==> src/rtl/load_store_unit.sv <==
// RV32I load/store unit: turns a controller request into a single req/ack
// data-memory transaction and returns the extended load result.
module load_store_unit #(
    parameter int WIDTH = 32
) (
    input  logic             clk,
    input  logic             rst_n,
    input  logic             start,
    input  logic             is_store,
    input  logic [2:0]       funct3,
    input  logic [WIDTH-1:0] addr,
    input  logic [WIDTH-1:0] store_data,
    output logic             busy,
    output logic             done,
    output logic             fault,
    output logic [WIDTH-1:0] load_data,
    output logic             mem_req,
    output logic             mem_we,
    output logic [WIDTH-1:0] mem_addr,
    output logic [3:0]       mem_be,
    output logic [WIDTH-1:0] mem_wdata,
    input  logic [WIDTH-1:0] mem_rdata,
    input  logic             mem_ack
);

    if (WIDTH != 32) begin : g_width_check
        $error("load_store_unit supports WIDTH=32 only");
    end

    typedef enum logic [1:0] {IDLE, REQ, RESP} state_e;

    state_e           state_q, state_d;
    logic             is_store_q, is_store_d;
    logic [2:0]       funct3_q, funct3_d;
    logic [1:0]       addr_lo_q, addr_lo_d;
    logic             err_q, err_d;
    logic [WIDTH-1:0] mem_addr_q, mem_addr_d;
    logic [WIDTH-1:0] mem_wdata_q, mem_wdata_d;
    logic [WIDTH-1:0] load_data_q, load_data_d;
    logic [3:0]       mem_be_q, mem_be_d;

    logic             illegal, misaligned;
    logic [WIDTH-1:0] lane;

    // NOTE: every variable gets its hold value first so no path can infer a latch.
    always_comb begin
        state_d     = state_q;
        is_store_d  = is_store_q;
        funct3_d    = funct3_q;
        addr_lo_d   = addr_lo_q;
        err_d       = err_q;
        mem_addr_d  = mem_addr_q;
        mem_wdata_d = mem_wdata_q;
        mem_be_d    = mem_be_q;
        load_data_d = load_data_q;

        illegal    = is_store ? (funct3 >= 3'd3)
                              : (funct3 == 3'd3 || funct3[2:1] == 2'b11);
        misaligned = (funct3[1:0] == 2'd1 && addr[0]) ||
                     (funct3[1:0] == 2'd2 && addr[1:0] != 2'b00);

        // LW is always word aligned, so the shifted word doubles as its result.
        lane = mem_rdata >> {addr_lo_q, 3'b000};

        case (state_q)
            IDLE: begin
                if (start) begin
                    is_store_d = is_store;
                    funct3_d   = funct3;
                    addr_lo_d  = addr[1:0];
                    err_d      = illegal || misaligned;
                    mem_addr_d = {addr[WIDTH-1:2], 2'b00};
                    case (funct3[1:0])
                        2'd0: begin
                            mem_be_d    = 4'b0001 << addr[1:0];
                            mem_wdata_d = {4{store_data[7:0]}};
                        end
                        2'd1: begin
                            mem_be_d    = 4'b0011 << {addr[1], 1'b0};
                            mem_wdata_d = {2{store_data[15:0]}};
                        end
                        default: begin
                            mem_be_d    = 4'b1111;
                            mem_wdata_d = store_data;
                        end
                    endcase
                    state_d = (illegal || misaligned) ? RESP : REQ;
                end
            end
            REQ: begin
                if (mem_ack) begin
                    if (!is_store_q) begin
                        case (funct3_q)
                            3'd0:    load_data_d = {{(WIDTH-8){lane[7]}}, lane[7:0]};
                            3'd1:    load_data_d = {{(WIDTH-16){lane[15]}}, lane[15:0]};
                            3'd4:    load_data_d = {{(WIDTH-8){1'b0}}, lane[7:0]};
                            3'd5:    load_data_d = {{(WIDTH-16){1'b0}}, lane[15:0]};
                            default: load_data_d = lane;
                        endcase
                    end
                    state_d = RESP;
                end
            end
            RESP:    state_d = IDLE;
            default: state_d = IDLE;
        endcase
    end

    // NOTE: sequential state uses non-blocking assignments only.
    always_ff @(posedge clk or negedge rst_n) begin
        if (!rst_n) begin
            state_q     <= IDLE;
            is_store_q  <= 1'b0;
            funct3_q    <= 3'd0;
            addr_lo_q   <= 2'd0;
            err_q       <= 1'b0;
            mem_addr_q  <= '0;
            mem_wdata_q <= '0;
            mem_be_q    <= 4'b0000;
            load_data_q <= '0;
        end else begin
            state_q     <= state_d;
            is_store_q  <= is_store_d;
            funct3_q    <= funct3_d;
            addr_lo_q   <= addr_lo_d;
            err_q       <= err_d;
            mem_addr_q  <= mem_addr_d;
            mem_wdata_q <= mem_wdata_d;
            mem_be_q    <= mem_be_d;
            load_data_q <= load_data_d;
        end
    end

    // Status outputs decode straight from the state so reset clears them at once.
    assign busy      = (state_q != IDLE);
    assign done      = (state_q == RESP);
    assign fault     = done && err_q;
    assign mem_req   = (state_q == REQ);
    assign mem_we    = mem_req && is_store_q;
    assign mem_addr  = mem_addr_q;
    assign mem_be    = mem_be_q;
    assign mem_wdata = mem_wdata_q;
    assign load_data = load_data_q;

endmodule

==> config.mk <==
export PLATFORM = sky130hd
export DESIGN_NAME = load_store_unit
export DESIGN_NICKNAME = d
export VERILOG_FILES = /design/src/rtl/load_store_unit.sv
export SDC_FILE = /design/constraint.sdc
export NUM_CORES = 1
export LEC_CHECK = 0
export ABC_AREA = 1
export CELL_PAD_IN_SITES_DETAIL_PLACEMENT = 0
export CELL_PAD_IN_SITES_GLOBAL_PLACEMENT = 1
export CORE_MARGIN = 2
export CORE_UTILIZATION = 31
export CTS_CLUSTER_SIZE = 8
export DETAILED_ROUTE_END_ITERATION = 7
export PLACE_DENSITY = 0.83
export REMOVE_ABC_BUFFERS = 1
export SYNTH_ARGS = -nofsm -noshare
export SYNTH_HDL_FRONTEND = slang
export SYNTH_SLANG_ARGS = --single-unit
==> constraint.sdc <==
create_clock -name clk -period 1.6 [get_ports clk]
set_input_delay 0.24 -clock clk [delete_from_list [all_inputs] [get_ports clk]]
set_output_delay 0.24 -clock clk [all_outputs]
set_load 0.05 [all_outputs]
Word level (Yosys, flattened, before mapping)
Index checks and enable logic that the tools add are counted.
{"block": "word_totals", "romBits": 0, "n_memories": 0, "register_bits": 107, "ramBits": 0, "latchBits": 0, "out_inout_bits": 105, "in_bits": 104}
{"block": "classes", "eq_ne": 11, "bitwise": 1, "div_mod_pow": 0, "n_reduce_logical": 15, "mux": 8, "magnitude_cmp": 1, "n_addsub": 0, "shift": 3, "n_mul": 0}
{"op": "32-bit case mux with 4 select lines", "n": 1}
{"op": "32-bit case mux with 2 select lines", "n": 1}
{"op": "32-bit by 5-bit right shift with 32-bit output", "n": 1}
{"op": "4-bit case mux with 2 select lines", "n": 1}
{"op": "2-bit equality test (second input constant)", "n": 3}
{"op": "3-bit equality test (second input constant)", "n": 2}
{"op": "2-bit 2-to-1 mux", "n": 3}
{"op": "2-bit by 1-bit equality test with 1-bit output (second input constant)", "n": 2}
{"op": "1-bit logical AND", "n": 4}
{"op": "2-bit zero test", "n": 2}
{"op": "2-bit case mux with 2 select lines", "n": 1}
{"op": "2-bit AND reduction", "n": 2}
{"op": "2-bit nonzero test", "n": 2}
{"op": "1-bit by 2-bit left shift with 4-bit output (first input constant)", "n": 1}
{"op": "2-bit by 2-bit left shift with 4-bit output (first input constant)", "n": 1}
{"op": "3-bit by 1-bit equality test with 1-bit output (second input constant)", "n": 1}
{"op": "3-bit by 2-bit equality test with 1-bit output (second input constant)", "n": 1}
{"op": "3-bit by 2-bit greater-or-equal comparator with 1-bit output (second input constant)", "n": 1}
{"op": "3-bit zero test", "n": 1}
{"op": "1-bit logical OR", "n": 3}
{"op": "3-bit AND reduction", "n": 1}
{"op": "2-bit by 1-bit != test with 1-bit output (second input constant)", "n": 1}
{"op": "2-bit != test (second input constant)", "n": 1}
{"op": "1-bit 2-to-1 mux", "n": 1}
{"op": "1-bit inverter", "n": 1}

Longest topological paths before layout
{"block": "depth", "word_depth": 7, "ltp_mapped": 10, "mapped_depth_nobuf": 8}

Least setup slack after synthesis
OpenSTA, ideal clock, no wires.
{"block": "synth_path", "path_kind": "reg2reg", "startpoint": "reg state_q[1]", "endpoint": "reg load_data_q[13], in the netlist load_data[13]", "arrival_ns": 1.376, "path_buffers": 2, "period_less_slack_ns": 1.489, "stages_incl_launch_ff": 9, "slack_ns": 0.111, "setup_ns": 0.113, "path_cell_list": "dfrtp_1 nor2_4 nand3_4 inv_2 buf_6 buf_8 nand3_1 nand2_1 inv_1"}
{"block": "synth_between", "elab_chain_cells": 2}
{"item": "start: declaration", "line_no": "32", "source": "state_e state_q, state_d;"}
{"item": "start signal: assignment", "line_no": "122", "source": "state_q <= state_d;"}
{"item": "2-bit by 1-bit equality test with 1-bit output"}
{"item": "net mem_req", "line_no": "17", "source": "output logic mem_req,"}
{"item": "3-bit AND reduction (no line)"}
{"item": "end signal: assignment", "line_no": "130", "source": "load_data_q <= load_data_d;"}
{"item": "end: declaration", "line_no": "39", "source": "logic [WIDTH-1:0] load_data_q, load_data_d;"}
The timed path passes the listed nets, and every way through them passes these cells.
A chain may end at the register's enable or synchronous reset.

Final worst setup path
{"block": "layout_path", "startpoint": "reg state_q[1]", "endpoint": "out mem_we"}
{"block": "layout_between", "elab_chain_cells": 2}
{"item": "2-bit by 1-bit equality test with 1-bit output", "line_no": "138", "source": "assign mem_req = (state_q == REQ);"}
{"item": "1-bit logical AND", "line_no": "139", "source": "assign mem_we = mem_req && is_store_q;"}
{"item": "end: declaration", "line_no": "18", "source": "output logic mem_we,"}
No other way between the ends.

==> impl_metrics.ini <==
[synth]
yosysTopAreaCell = dfrtp_1
synth_top_family_by_area = simple AND/OR/NAND/NOR gates
yosys_warnings = 0
synth.top_cells.by_area = dfrtp_1 51%, nand2_1 20%, nand3_1 7.2%
yosys.area_share.simple_pct = 36.5
synth_xor_area_share_pct = 0
synth_fa_ha_area_share_pct = 0
synth_cell_types = 28
synth_top_area_share_pct = 50.7
synthMuxAreaShare_pct = 0
synth_seq_cells = 107
syn_area_sq_um = 5280
syn_inst = 706
synth_area_per_cell_sq_um = 7.48
synth_compound_area_share_pct = 4.64
synth_seq_area_share_pct = 50.7

[clock_network]
cts.sink_count = 107
clkTransAtPathRegs_ps = 80
clock_latency_ps = 360
clk_path_buf_depth = 2
h-tree-depth = 3
cts_root_buffer = clkbuf_16
cts_buffers = 9
cts_tree = yes

[detailed_routing]
firstDrtPassIters = 4
finalWirelength_microns = 16500
drtAntennaViolNets = 0
drt_iter0_markers = 192
via_per_inst = 4.50
via_count = 5178
drc = 0
wl_per_cell_microns = 14.3

[worst_setup_path]
cp_max_fo = 4
crit_path_end_kind = output pin
worstPathArrival_ps = 1290
required_ps = 1360
crit_type = flip-flop to output pin
worst_setup_path_start_kind = flip-flop
r2r_slack_ps = 170

[floorplanning]
die_y_microns = 135
io_pins = 209
dieArea_sq_um = 18100
die_x_microns = 135
row_count = 47
coreArea_sq_um = 16600
start_util_pct = 31.7

[placed_design]
io_buffers = 206
post-place-ws_ps = 12.8
gp_congestion = 0.828
dp_hpwl_microns = 12500

[timing]
timing.setup.tns_ps = 0
finalSetupViolations = 0
fmax_mhz = 654
finalCritPeriodShare_pct = 95.5
fin_hold_ws_ps = 365
final_hold_viol_count = 0
finClkSkew_ps = 6.24
post-route-min-period_ps = 1530
setup_ws_ps = 71.3
final_max_slew_viol_count = 0
rsz0062_at_grt = no

[final_layout]
nets = 1028
drive_gt1_share_pct = 21.4
fillerInstances = 1683
area_growth_syn_to_layout_pct = 49.5

[min_path]
hold_class = input pin to async pin

[power]
max-vdd-ir-drop_v = 0.000944
pwr_density_cell_nw_per_um2 = 1770
cellLeakagePower_nw = 4.10

[global_route]
grt_max_degree = 46
grt_pass1_wl_microns = 26200
grt_pass1_vias = 4948
antenna_found_initial = 0
grt_usage_pct = 18.4
grt_overflow = 0

[run_status]
status = finished clean

[job]
drv_cap = 0
==> registers in the layout, summed over array words and instances, names as in the netlist <==
register / cells
load_data: 32
is_store_q: 1
funct3_q: 3
err_q: 1
mem_addr: 30
addr_lo_q: 2
mem_be: 4
mem_wdata: 32
state_q: 2
==> critical path, cell delays in order, from the launching register on <==
cell,delay (ps)
dfrtp_1,450
inv_1,90
nand2_1,80
nor2_2,150
buf_12,160
==> what timing repair did <==
item,4_1_cts,5_1_grt
setup buffers,0,0
resized for setup,0,2
hold endpoints to repair,24,0
setup endpoints to repair,0,2
hold buffers,1,0
==> layout by cell type (no fill, tap or decap), types with 3 or more instances in the layout <==
master and instances:
a21oi_1 19, buf_12 12, buf_4 129, clkbuf_16 9
clkdlybuf4s50_1 102, dfrtp_1 107, inv_1 46, inv_2 6
nand2_1 288, nand3_1 76, nor2_1 58, nor2_2 3
o21ai_0 26, or2_2 23
==> layer usage <==
metal,wire length (microns),share of wire [%],global-route usage [%]
met5,0,0,0
met1,7490,45,25.0
met4,166,1.0,4.56
met3,1570,9.5,6.61
met2,7260,44,28.1
==> power by group <==
part | internal, W | switching (W)
Combinational | 0.00239 | 0.00508
Sequential | 0.00362 | 0.000583
Clock | 0.00115 | 0.00116
Total | 0.00716 | 0.00682
==> synth_stat cells <==
cell	count
o22ai_1	1
o21bai_1	1
buf_2	22
dfrtp_1	107
nor2_1	60
buf_4	8
or2_2	23
inv_1	46
inv_2	6
nor3_1	1
nor2_4	2
buf_6	1
o21ai_0	26
nand3_1	76
clkbuf_1	4
nand2_1	288
clkbuf_2	1
nand3_4	1
inv_4	2
and3_1	1
buf_1	1
nand2_2	3
conb_1	1
nor2_2	1
a31oi_1	1
nand3_2	2
buf_8	1
a21oi_1	19
==> cell type report <==
cell class	instances	area, sq um	share of cell area, %
multi-input cells	508	2190	27.7
inverters	54	208	2.63
clock buffers	10	239	3.03
flip-flops and latches	107	2680	33.9
well taps	220	275	3.49
repair buffers	244	2240	28.4
diodes	1	2.50	0.0317
clock inverters	6	65.1	0.824
==> cells by family after synthesis <==
family,after synthesis
flip-flops,107
AND/OR/NAND/NOR,458
other,1
AO/OA/AOI/OAI,48
buffers and inverters,92
==> per-stage QoR <==
stage                     power (W)  cell area (sq um)  std cells  utilization (%)
after CTS                    0.0141               7890       1149             47.4
final                        0.0140               7900       1150             47.4
after detailed placement     0.0118               7570       1132             45.5
after global routing         0.0148               7890       1149             47.4
after global placement       0.0117               7570       1132             45.5
after floorplan             0.00899               5060        669                -
==> path summary, 6_finish.rpt <==
path,from,to,cells past startpoint
min in group clk,addr[2],mem_addr[2]$_DFFE_PN0P_,3
max reg2reg,addr_lo_q[0]$_DFFE_PN0P_,load_data[16]$_DFFE_PN0P_,9
max,state_q[1]$_DFFE_PN0P_,mem_we,4
max in group asynchronous,rst_n,mem_wdata[27]$_DFFE_PN0P_,3
min,rst_n,load_data[17]$_DFFE_PN0P_,2
min reg2reg,mem_wdata[1]$_DFFE_PN0P_,mem_wdata[1]$_DFFE_PN0P_,2
(Power assumes the default switching activity.)
